--- src/rtl/rgb_mem_pkg.sv ---
// Shared types and constants for the RGB framebuffer access block.
// Bounds checking on pixel addresses is enabled with RGB_MEM_BOUNDS_CHECK_EN.
package rgb_mem_pkg;

  typedef enum logic [1:0] {
    IDLE = 2'd0,
    REQ  = 2'd1,
    DONE = 2'd2
  } state_t;

  localparam logic [1:0] RGB_NONE = 2'b00;
  localparam logic [1:0] RGB_R    = 2'b01;
  localparam logic [1:0] RGB_G    = 2'b10;
  localparam logic [1:0] RGB_B    = 2'b11;

  localparam int unsigned PIXEL_COUNT = 76800;
  localparam int          TIMEOUT_DEF = 16;

endpackage

--- src/rtl/rgb_mem_timeout.sv ---
// Cycle counter bounding how long a request may wait for an ack.
// expired is high in the cycle that would be the TIMEOUT-th unacked cycle.
module rgb_mem_timeout
  import rgb_mem_pkg::*;
#(
  parameter int TIMEOUT = TIMEOUT_DEF
) (
  input  logic clk,
  input  logic rst,
  input  logic clear,
  input  logic enable,
  output logic expired
);

  logic [7:0] cnt;

  always_ff @(posedge clk) begin
    if (rst || clear) begin
      cnt <= '0;
    end else if (enable) begin
      cnt <= cnt + 8'd1;
    end
  end

  assign expired = (cnt == 8'(TIMEOUT - 1));

endmodule

--- src/rtl/rgb_mem_access.sv ---
// Load/store path from the core to the RGB channel memories (IDLE/REQ/DONE).
// Define RGB_MEM_BOUNDS_CHECK_EN to abort accesses beyond the last pixel.
module rgb_mem_access
  import rgb_mem_pkg::*;
#(
  parameter int ADDR_W  = 17,
  parameter int TIMEOUT = TIMEOUT_DEF
) (
  input  logic              clk,
  input  logic              rst,
  input  logic              MemWrite,
  input  logic              ResultSrc,
  input  logic [1:0]        RGB,
  input  logic [ADDR_W-1:0] addr,
  input  logic [31:0]       wdata,
  output logic              stall,
  output logic [31:0]       rdata,
  output logic              load_valid,
  output logic              err,
  output logic              mem_req,
  output logic              mem_we,
  output logic [1:0]        mem_bank,
  output logic [ADDR_W-1:0] mem_addr,
  output logic [7:0]        mem_wdata,
  input  logic              mem_ack,
  input  logic [7:0]        mem_rdata
);

  state_t     state;
  state_t     nxt;
  logic       req_present;
  logic       accept;
  logic       post_done;
  logic       is_rd;
  logic       abort;
  logic       oob;
  logic       expired;
  logic [7:0] rbyte;
  logic       unused_wdata;

  assign unused_wdata = ^wdata[31:8];
  assign req_present  = (MemWrite | ResultSrc) & (RGB != RGB_NONE);

`ifdef RGB_MEM_BOUNDS_CHECK_EN
  assign oob = (32'(addr) >= PIXEL_COUNT);
`else
  assign oob = 1'b0;
`endif

  rgb_mem_timeout #(
    .TIMEOUT(TIMEOUT)
  ) u_timeout (
    .clk    (clk),
    .rst    (rst),
    .clear  (state != REQ),
    .enable ((state == REQ) && !mem_ack),
    .expired(expired)
  );

  always_comb begin
    nxt    = state;
    accept = 1'b0;
    unique case (state)
      IDLE: begin
        // the cycle right after DONE still sees the retiring instruction
        if (req_present && !post_done) begin
          accept = 1'b1;
          nxt    = oob ? DONE : REQ;
        end
      end
      REQ: begin
        if (mem_ack || expired) begin
          nxt = DONE;
        end
      end
      DONE:    nxt = IDLE;
      default: nxt = IDLE;
    endcase
  end

  always_ff @(posedge clk) begin
    if (rst) begin
      state     <= IDLE;
      post_done <= 1'b0;
      is_rd     <= 1'b0;
      abort     <= 1'b0;
      rbyte     <= '0;
      mem_we    <= 1'b0;
      mem_bank  <= '0;
      mem_addr  <= '0;
      mem_wdata <= '0;
    end else begin
      state     <= nxt;
      post_done <= (state == DONE);
      if (accept) begin
        mem_we    <= MemWrite;
        is_rd     <= !MemWrite;
        mem_bank  <= RGB;
        mem_addr  <= addr;
        mem_wdata <= wdata[7:0];
        abort     <= oob;
      end
      if (state == REQ) begin
        if (mem_ack) begin
          if (is_rd) rbyte <= mem_rdata;
        end else if (expired) begin
          abort <= 1'b1;
          if (is_rd) rbyte <= '0;
        end
      end
    end
  end

  assign stall = !rst &&
                 ((state == REQ) ||
                  ((state == IDLE) && req_present && !post_done));

  assign mem_req    = !rst && (state == REQ);
  assign load_valid = !rst && (state == DONE) && is_rd && !abort;
  assign err        = !rst && (state == DONE) && abort;
  assign rdata      = {24'd0, rbyte};

endmodule

--- config.mk ---
export PLATFORM = sky130hd
export DESIGN_NAME = rgb_mem_access
export DESIGN_NICKNAME = d
export VERILOG_FILES = /design/src/rtl/rgb_mem_pkg.sv /design/src/rtl/rgb_mem_timeout.sv /design/src/rtl/rgb_mem_access.sv
export SDC_FILE = /design/constraint.sdc
export NUM_CORES = 1
export LEC_CHECK = 0
export ABC_AREA = 1
export CAP_MARGIN = 20
export CORE_MARGIN = 2
export CORE_UTILIZATION = 37
export DETAILED_ROUTE_END_ITERATION = 7
export GPL_TIMING_DRIVEN = 0
export PLACE_DENSITY = 0.88
export SLEW_MARGIN = 0
export SYNTH_ARGS = -nofsm -noshare
export SYNTH_HDL_FRONTEND = slang
export SYNTH_SLANG_ARGS = --single-unit
--- constraint.sdc ---
create_clock -name clk -period 1.51 [get_ports clk]
set_input_delay 0.3775 -clock clk [delete_from_list [all_inputs] [get_ports clk]]
set_output_delay 0.3775 -clock clk [all_outputs]
set_load 0.05 [all_outputs]
==> results_dict.tcl, run 1 <==
set metrics [dict create \
    final_cell_mix "nor2_1, dfxtp_1, clkdlybuf4s15_2, nand2_1, clkdlybuf4s50_1" \
    areaGrowthSynthToFinish_pct 61.2 \
    ioPinCount 128 \
    antenna_found_initial 0 \
    start_util_pct 37.9 \
    worst_path_max_delay_cell "dfxtp_2" \
    finalNonFillerCells 464 \
    fin_crit_sh_pct 111 \
    ir_drop_v 0.000503 \
    synth_area_leaders "dfxtp_1, nor2_1, buf_4, nand2_1, o21ai_0" \
    clock_skew_ns 0.00376 \
    core_area_um2 5440 \
    cp.required_ns 1.13 \
    dr.pass1.iters 4 \
    cp_max_fo 2 \
    port_buffers 79 \
    hold_path_class "flop to flop" \
    syn_area_um2 2060 \
    period_needed_ns 1.68 \
    clockRootBuffer "clkbuf_8" \
    outcome "finished, violations left" \
    synth_top_area_cell "dfxtp_1" \
    dpl.cell_count 448 \
    met3_usage_pct 5.06 \
    cts_tree "done" \
    yosysWarnings 0 \
    place_ws_ns -1.19 \
    use_met1_pct 19.2 \
    finalWirelength_um 5020 \
    fin_nets 457 \
    setup_viol 4 \
    cts-buffers-inserted 5 \
    gr-total-overflow 0 \
    end_kind "primary output" \
    synth_top_area_share_pct 47.6 \
    worstSkewPairLatency_ns 0.30 \
    wl_per_cell_um 10.8 \
    fmax_mhz 595 \
    finalHoldViolCount 0 \
    grt_pass1_wl_um 8320 \
    yosysUniqueCellTypes 27 \
    grt_max_degree 14 \
    worst-setup-path-type "flop to primary output" \
    place_congestion 0.802 \
    mostFrequentLayoutCell "nor2_1" \
    met2_usage_pct 29.1 \
    postRouteAntennaNets 0 \
    fin_ws_ns -0.170 \
    startpoint_type "flop" \
    clock-sinks 49 \
    die_h_um 78.6 \
    worstPathArrival_ns 1.30 \
    grt.total_usage_pct 17.0 \
    netlist_instances 274 \
    drt_iter0_markers 77 \
    busiest_layer "met2" \
    cp_common_cell "buf_6" \
    clk_pin_slew_worst_paths_ns 0.08 \
    ys_seq_area_share_pct 47.6 \
    violations "setup timing" \
    die_w_um 78.6 \
    ys_ff_latch 49 \
    max_stage_delay_ns 0.33 \
    p_total_mw 3.38 \
    dpl.hpwl_um 3690 \
    clockBufferDepth 2 \
    die_area_um2 6180 \
    h-tree-depth 2 \
    post-route-drc-count 0 \
    rows 27 \
    p_leak_nw 1.43 \
    num_vias 1996 \
    worstPathCellList "nor3_4, nand2_2, buf_6, o21ai_4, buf_6" \
    power_density_nw_per_um2 1020 \
    setup_tns_ns -0.451 \
    maxCapViolCount 0 \
    grt_pass1_vias 1884 \
    rsz0062_at_grt "true" \
    finalMaxSlewViolations 0 \
    drive_above_1_share_pct 28.3 \
    synth_area_per_cell_um2 7.52 \
    vias_per_cell 4.30 \
    antennaDiodeCount 0 \
]
## registers in the layout, summed over array words and instances, names as in the netlist, 2 cells and up
name and flops:
mem_addr 17, mem_bank 2, mem_wdata 8, rbyte 8
state 2, u_timeout.cnt 8
## routing by layer
metal	share of wire [%]	up-vias
li1	-	1043
met1	41	877
met2	48	67
met3	8.2	9
met4	1.9	0
met5	0	-
## cell usage after synthesis
| cell | count |
|---|---|
| nor2_1 | 73 |
| dfxtp_1 | 49 |
| nand2_1 | 37 |
| o21ai_0 | 26 |
| buf_4 | 24 |
| inv_1 | 17 |
| a21oi_1 | 13 |
| nand3_1 | 6 |
| clkbuf_1 | 4 |
| o21ai_1 | 3 |
| buf_2 | 2 |
| buf_6 | 2 |
| inv_2 | 2 |
| nor3_1 | 2 |
| nor3_2 | 2 |
| buf_1 | 1 |
| clkbuf_2 | 1 |
| conb_1 | 1 |
| ha_1 | 1 |
| nand2_2 | 1 |
| nor2_2 | 1 |
| nor2_4 | 1 |
| nor3_4 | 1 |
| o21bai_1 | 1 |
| o22ai_1 | 1 |
| xnor2_1 | 1 |
| xor2_1 | 1 |
## logic make-up after synthesis
family	count (synthesis)	synth area share, %
AND/OR/NAND/NOR	124	24.9
buffers and inverters	53	14.9
flip-flops	49	47.6
AO/OA/AOI/OAI	44	10.9
XOR/XNOR	2	0.851
adder cells (fa/ha/maj)	1	0.607
other	1	0.182
## final timing paths
| check | startpoint | to | slack, ns | cells past startpoint |
|---|---|---|---|---|
| hold / removal | state[0]$_SDFFE_PP0P_ | post_done$_SDFF_PP0_ | 0.43 | 1 |
| setup reg to reg | u_timeout.cnt[0]$_SDFFE_PN0P_ | rbyte[3]$_SDFFE_PP0P_ | 0.10 | 6 |
| setup / recovery | post_done$_SDFF_PP0_ | stall | -0.17 | 5 |
| hold reg to reg | state[0]$_SDFFE_PP0P_ | post_done$_SDFF_PP0_ | 0.43 | 1 |
## worst max-delay path: cells and delay by family (launching register included)
family          cells  cell delay, ns
compound gates      1            0.12
simple gates        2            0.25
flops               1            0.33
buf+inv             2            0.29
## where the power goes
part	leakage, nW	switching, mW	internal [mW]
clock	0.0443	0.404	0.364
combinational	0.982	0.755	0.410
sequential	0.404	0.0538	1.39
## what timing repair did
action / 4_1_cts / 5_1_grt
pin swaps: 6 / 5
gates resized for setup: 158 / 15
cloned: 0 / 0
hold buffers: 0 / 0
endpoints found under the setup margin: 52 / 19
buffers inserted: 4 / 5
## layout make-up
type,instances,area [µm²]
fillers,482,2120
well taps,72,90.1
inverters,19,73.8
repair buffers,88,913
flip-flops and latches,49,987
multi-input cells,195,918
clock buffers,7,86.3
plain buffers,34,250
## through the flow
stage               util, %  hold slack (ns)  cell area, µm²
floorplan                 -            0.433            2160
global placement       56.0            0.448            3040
detailed placement     56.0            0.455            3040
CTS                    59.7            0.433            3250
global route           61.0            0.453            3320
finish                 61.0            0.434            3320
(Power assumes the default switching activity.)
==> run 2: changes to the inputs <==
--- a/config.mk
+++ b/config.mk
@@ -12,7 +12,7 @@
 export DETAILED_ROUTE_END_ITERATION = 7
 export GPL_TIMING_DRIVEN = 0
 export PLACE_DENSITY = 0.88
-export SLEW_MARGIN = 0
+export SLEW_MARGIN = 20
 export SYNTH_ARGS = -nofsm -noshare
 export SYNTH_HDL_FRONTEND = slang
 export SYNTH_SLANG_ARGS = --single-unit
==> results of run 2 <==
No change in the layout: final DEF, timing and power equal those of run 1.
==> run 3: changes to the inputs <==
--- a/config.mk
+++ b/config.mk
@@ -5,13 +5,12 @@
 export SDC_FILE = /design/constraint.sdc
 export NUM_CORES = 1
 export LEC_CHECK = 0
-export ABC_AREA = 1
 export CAP_MARGIN = 20
 export CORE_MARGIN = 2
 export CORE_UTILIZATION = 37
 export DETAILED_ROUTE_END_ITERATION = 7
 export GPL_TIMING_DRIVEN = 0
-export PLACE_DENSITY = 0.88
+export PLACE_DENSITY = 0.86
 export SLEW_MARGIN = 20
 export SYNTH_ARGS = -nofsm -noshare
 export SYNTH_HDL_FRONTEND = slang
==> run 3 against run 2 <==
Net effect: the run still ends with setup timing left; fmax is 9.1% lower; clock power rose by 45%; die area increased by 4.4%; worst hold slack better by 0.037 ns; highest routed layer unchanged; design area up 9.2%; routed wire length rose by 25%; largest power group unchanged; setup slack lost 0.17 ns; synthesized cell count down 6.6%; critical path depth decreased by 1; clock skew up 0.0030 ns.
==> results_dict.tcl, run 3 <==
set metrics [dict create \
    clockBufferDepth 2 \
    top_register "mem_addr" \
    hold_buffers 0 \
    clock_skew_ns 0.00678 \
    syn_area_um2 2150 \
    synthFlopType "dfxtp_1" \
    finalHoldViolCount 0 \
    mostFrequentLayoutCell "dfxtp_1" \
    combPwrFrac_pct 31.3 \
    worstSkewPairLatency_ns 0.30 \
    die_area_um2 6450 \
    ys_seq_area_share_pct 45.5 \
    wl_per_cell_um 14.1 \
    ys_ff_latch 49 \
    place_ws_ns -1.39 \
    synth_edf_count 0 \
    yosysUniqueCellTypes 35 \
    fin_crit_sh_pct 122 \
    ioPinCount 128 \
    fin_nets 437 \
    p_leak_nw 1.38 \
    clockRootBuffer "clkbuf_8" \
    switching_share_pct 33.0 \
    largest_reg_flops 17 \
    h-tree-depth 2 \
    drive_above_1_share_pct 34.3 \
    seqPwrFrac_pct 38.6 \
    cp_max_fo 6 \
    finalMaxSlewViolations 0 \
    die_h_um 80.3 \
    postRouteAntennaNets 0 \
    die_w_um 80.3 \
    holdWs_ns 0.471 \
    maxCapViolCount 0 \
    clk_pin_slew_worst_paths_ns 0.09 \
    worst-setup-path-type "flop to primary output" \
    hold_path_class "flop to flop" \
    dr.pass1.iters 4 \
    dpl.hpwl_um 4200 \
    grt_pass1_wl_um 9550 \
    cts_tree "done" \
    dpl.cell_count 429 \
    grt_max_degree 17 \
    cp.required_ns 1.13 \
    port_buffers 78 \
    violations "setup timing" \
    outcome "finished, violations left" \
    fill_cells 454 \
    synth_top_area_cell "dfxtp_1" \
    finalWirelength_um 6270 \
    netlist_instances 256 \
    place_congestion 0.836 \
    rows 27 \
    ir_drop_v 0.000494 \
    grt_pass1_vias 2085 \
    clockPowerShare_pct 30.1 \
    synth.most_common_cell "dfxtp_1" \
    rsz0062_at_grt "true" \
    power.internal_mw 2.47 \
    cts-buffers-inserted 5 \
    clock-sinks 49 \
    async_flop_share_pct 0 \
    grt.total_usage_pct 18.6 \
    areaGrowthSynthToFinish_pct 68.2 \
    synth_top_area_share_pct 45.5 \
    p_total_mw 3.69 \
    power.switching_mw 1.22 \
    num_vias 2246 \
    fmax_mhz 541 \
    antennaDiodeCount 0 \
    drt_iter0_markers 136 \
    startpoint_type "flop" \
    setup_viol 4 \
    end_kind "primary output" \
    synth_commonest_cells "dfxtp_1, a21oi_1, o21ai_0" \
    tightest_slew_ns 0.534 \
    gr-total-overflow 0 \
    power_density_nw_per_um2 1020 \
    synth_area_per_cell_um2 8.42 \
    period_needed_ns 1.85 \
    finalNonFillerCells 445 \
    antenna_found_initial 0 \
    core_area_um2 5570 \
    slew_headroom_pct 64.4 \
    yosysWarnings 0 \
    final_cell_mix "dfxtp_1, clkdlybuf4s15_2, clkdlybuf4s50_1, buf_4, a21oi_1" \
    synth_area_leaders "dfxtp_1, buf_4, a21oi_1, o21ai_0, nand3_1" \
    worstPathArrival_ns 1.47 \
    vias_per_cell 5.05 \
    fin_ws_ns -0.337 \
    post-route-drc-count 0 \
    start_util_pct 38.7 \
]
-- run 3: cell types whose count changed after synthesis, sizes merged, moves of 4 or more --
cell / before / now
nor2: 75 / 3
nand3: 6 / 29
or3: 0 / 5
nor3: 5 / 1
a31oi: 0 / 8
nand2: 38 / 13
inv: 19 / 1
clkbuf: 5 / 21
o21ai: 29 / 33
a311oi: 0 / 9
a21oi: 13 / 35
-- run 3: cells by family (layout without fill, tap and decap cells) --
| kind of cell | after synthesis | after routing | synth area share, % |
|---|---|---|---|
| other | 1 | 24 | 0.174 |
| adders and majority gates | 1 | 1 | 0.581 |
| xor gates and xnor gates | 2 | 2 | 0.813 |
| DFF | 49 | 49 | 45.5 |
| buffers and inverters | 48 | 141 | 12.7 |
| AOI/OAI and AO/OA | 91 | 92 | 24.0 |
| muxes | 1 | 1 | 0.465 |
| and+or+nand+nor | 63 | 63 | 15.7 |
-- run 3: final cells by class --
class                      instances  area, µm²  area share (%)
timing repair buffer              86        903            24.9
buffer                            46        360            9.94
clock buffer                       5       68.8            1.90
multi-input combinational        183       1140            31.3
clock inverter                     3       68.8            1.90
sequential                        49        990            27.3
tap                               72       90.1            2.49
inverter                           1       7.51           0.207
-- run 3: worst max-delay path: stages, from the launching register on --
cell	delay (ns)
dfxtp_2	0.36
or3b_4	0.42
clkbuf_16	0.16
o21ai_4	0.05
buf_6	0.17
-- run 3: layer usage --
layer,share of wire [%],vias to the layer above,GRT usage [%]
li1,-,1114,-
met1,43,1045,21.7
met2,50,81,33.1
met3,6.4,6,5.51
met4,0.77,0,4.75
met5,0,-,0
-- run 3: what timing repair did --
action                                  CTS  global route
endpoints found under the setup margin   79            43
cloned                                    0             1
gates resized for setup                 183            41
setup buffers                             8             0
pin swaps                                 3             8
-- run 3: worst paths after layout --
kind | start | endpoint | slack, ns | cells past startpoint
min reg2reg | mem_addr[3]$_SDFFE_PP0P_ | mem_addr[3]$_SDFFE_PP0P_ | 0.47 | 2
max | state[1]$_SDFFE_PP0P_ | stall | -0.34 | 4
max reg2reg | state[0]$_SDFFE_PP0P_ | mem_addr[6]$_SDFFE_PP0P_ | 0.03 | 6
min | mem_addr[3]$_SDFFE_PP0P_ | mem_addr[3]$_SDFFE_PP0P_ | 0.47 | 2
-- run 3: stage by stage --
step           TNS, ns  cell area (µm²)  utilization (%)
2_1_floorplan  -0.0881             2280                -
6_report         -1.17             3620             65.0
3_5_place_dp    -23.61             3150             56.5
4_1_cts          -1.15             3510             62.9
3_3_place_gp    -21.92             3150             56.5
5_1_grt          -1.43             3620             65.0
-- run 3: power groups by stage --
| stage | clock, mW | combinational, mW | sequential [mW] |
|---|---|---|---|
| after global placement | 0 | 0.998 | 1.44 |
| after detailed placement | 0 | 1.01 | 1.44 |
| after floorplan | 0 | 0.457 | 1.67 |
| after global routing | 1.20 | 1.22 | 1.44 |
| after CTS | 1.12 | 1.08 | 1.42 |
| final | 1.11 | 1.16 | 1.43 |
==> RTL change: new RTL, config.mk and constraints of run 1 <==
Reset style: asynchronous (`rst`), changed in one clocked block.
--- a/src/rtl/rgb_mem_access.sv
+++ b/src/rtl/rgb_mem_access.sv
@@ -79,5 +79,5 @@
   end
 
-  always_ff @(posedge clk) begin
+  always_ff @(posedge clk or posedge rst) begin
     if (rst) begin
       state     <= IDLE;
Behaviour: differs if rst is asserted again (counterexample within 4 cycles, from zero or initial values and one cycle with rst high); with rst held inactive, the same outputs for 10 cycles.
==> RTL change against run 1 <==
The flow still finishes with violations (setup timing). Routed wire length increased by 15%. First-iteration DRC count grew 18%. Via count rose by 5.8%. Sequential cell count is the same. Cell area up 9.8%. Critical path type unchanged. Highest routed layer unchanged. Area after synthesis increased by 13%. Setup slack got worse by 150 ps.
Power is not compared: it rests on default switching activity, and its combinational part moved more than twofold at a synthesized area within 25%.
==> RTL change: results (changes against run 1) <==
{| class="wikitable"
! Metric !! Value
|-
| Status || finished, violations left
|-
| Violated checks || setup timing
|-
| Worst min-delay path category || in -> async
|-
| Via count of the first global-routing pass || 2150 (+14%)
|-
| Routed met3 length || 463 microns (+12%)
|-
| Most frequent cells after synthesis || nand2_1 (123), dfrtp_1 (41), buf_4 (26), inv_1 (24), nor2_1 (15)
|-
| Fill cell total of the finished layout || 523 (+8.5%)
|-
| Count of vias placed by the detailed router || 2112 (+5.8%)
|-
| Average footprint of a synthesized cell || 8.120 sq um (+8.0%)
|-
| Share of layout cells above drive strength 1 || 0.2978 (+0.01466)
|-
| Routed metal-1 wire length || 2319 microns (+12%)
|-
| Signal arrival time at the worst endpoint || 1460 ps (+160 ps)
|-
| CP max-delay cell || dfrtp_1
|-
| Met2 Track Usage GR || 0.3050 (+0.01353)
|-
| Proportion of register bits with asynchronous set or reset after synthesis || 0.8367 (+0.8367)
|-
| Proportion of cell area occupied by multi-input gates || 0.2601 (-0.01654)
|-
| Final net count || 477 (+4.4%)
|-
| Setup-failing EPs final || 4 (unchanged)
|-
| Buffers excl. clock || 125 (+2.5%)
|-
| Multi-Input Combinational || 201 (+3.1%)
|-
| Largest net degree at the start of global routing || 22 (+8)
|-
| Top post-synthesis cells by area || dfrtp_1 (44%), nand2_1 (20%), buf_4 (8.4%), dfxtp_1 (6.9%), inv_1 (3.9%)
|-
| Least setup slack across all paths after layout || -323.0 ps (-152.8 ps)
|-
| WL met2 || 2920 microns (+20%)
|-
| Maximum single-stage delay on the critical path || 410 ps (+80 ps)
|-
| Routing usage on met3 || 0.05964 (+0.009067)
|-
| Non-clock buffer share || 0.3298 (-0.02076)
|-
| HPWL Detailed || 4121 microns (+12%)
|-
| Flip-flop and latch area || 1187 sq um (+20%)
|-
| Layout clock area frac || 0.02402 (-0.001986)
|-
| Adder-cell share of the synthesized area || 0.005388 (-0.0006874)
|-
| Most used DFF post-synth || dfrtp_1
|-
| Proportion of synthesized chip area in sequential cells || 0.5108 (+0.03447)
|-
| Dpl cells || 463 (+3.3%)
|}
## RTL change: power groups by stage
stage                     Clock, mW  Combinational, mW  Sequential (mW)
final                         0.775               4.33             2.12
after global routing          0.852               4.62             2.19
after CTS                     0.793               4.27             2.13
after detailed placement          0               4.23             2.15
after global placement            0               4.15             2.12
after floorplan                   0               1.23             3.73
## RTL change: cells by family (layout without fill, tap and decap cells)
family | count (synthesis) | in the layout
simple gates | 163 | 163
buf+inv | 59 | 163
flops | 49 | 49
compound gates | 12 | 12
fa+ha+maj | 1 | 1
other cells | 1 | 24
xor+xnor | 1 | 1
## RTL change: through the flow
step	area, sq um	util	power [mW]	hold WS (ps)	TNS (ps)
6_report	3646	0.6086	7.227	335.0	-838.7
5_1_grt	3646	0.6086	7.656	345.3	-1113
4_1_cts	3570	0.5959	7.194	344.4	-800.7
3_5_place_dp	3348	0.5589	6.381	466.4	-21060
3_3_place_gp	3348	0.5589	6.271	455.4	-18700
2_1_floorplan	2464	-	4.953	378.1	-445.3
## RTL change: worst paths after layout
path / start / slack (ps) / end / cells past startpoint
setup / recovery: state[1]$_DFFE_PP0P_ / -320 / stall / 5
hold / removal: rst / 330 / mem_wdata[2]$_DFFE_PP0P_ / 2
setup reg to reg: state[1]$_DFFE_PP0P_ / 90 / u_timeout.cnt[5]$_SDFFE_PN0P_ / 8
hold reg to reg: rbyte[1]$_DFFE_PP0P_ / 490 / rbyte[1]$_DFFE_PP0P_ / 2
max in group asynchronous: rst / 560 / mem_addr[1]$_DFFE_PP0P_ / 2
min in group clk: RGB[1] / 470 / mem_bank[1]$_DFFE_PP0P_ / 3
## RTL change: repair_timing
action,in CTS,in global routing
gates cloned,2,0
setup buffers,8,7
resized for setup,151,7
pin swaps,5,3
setup endpoints to repair,40,12
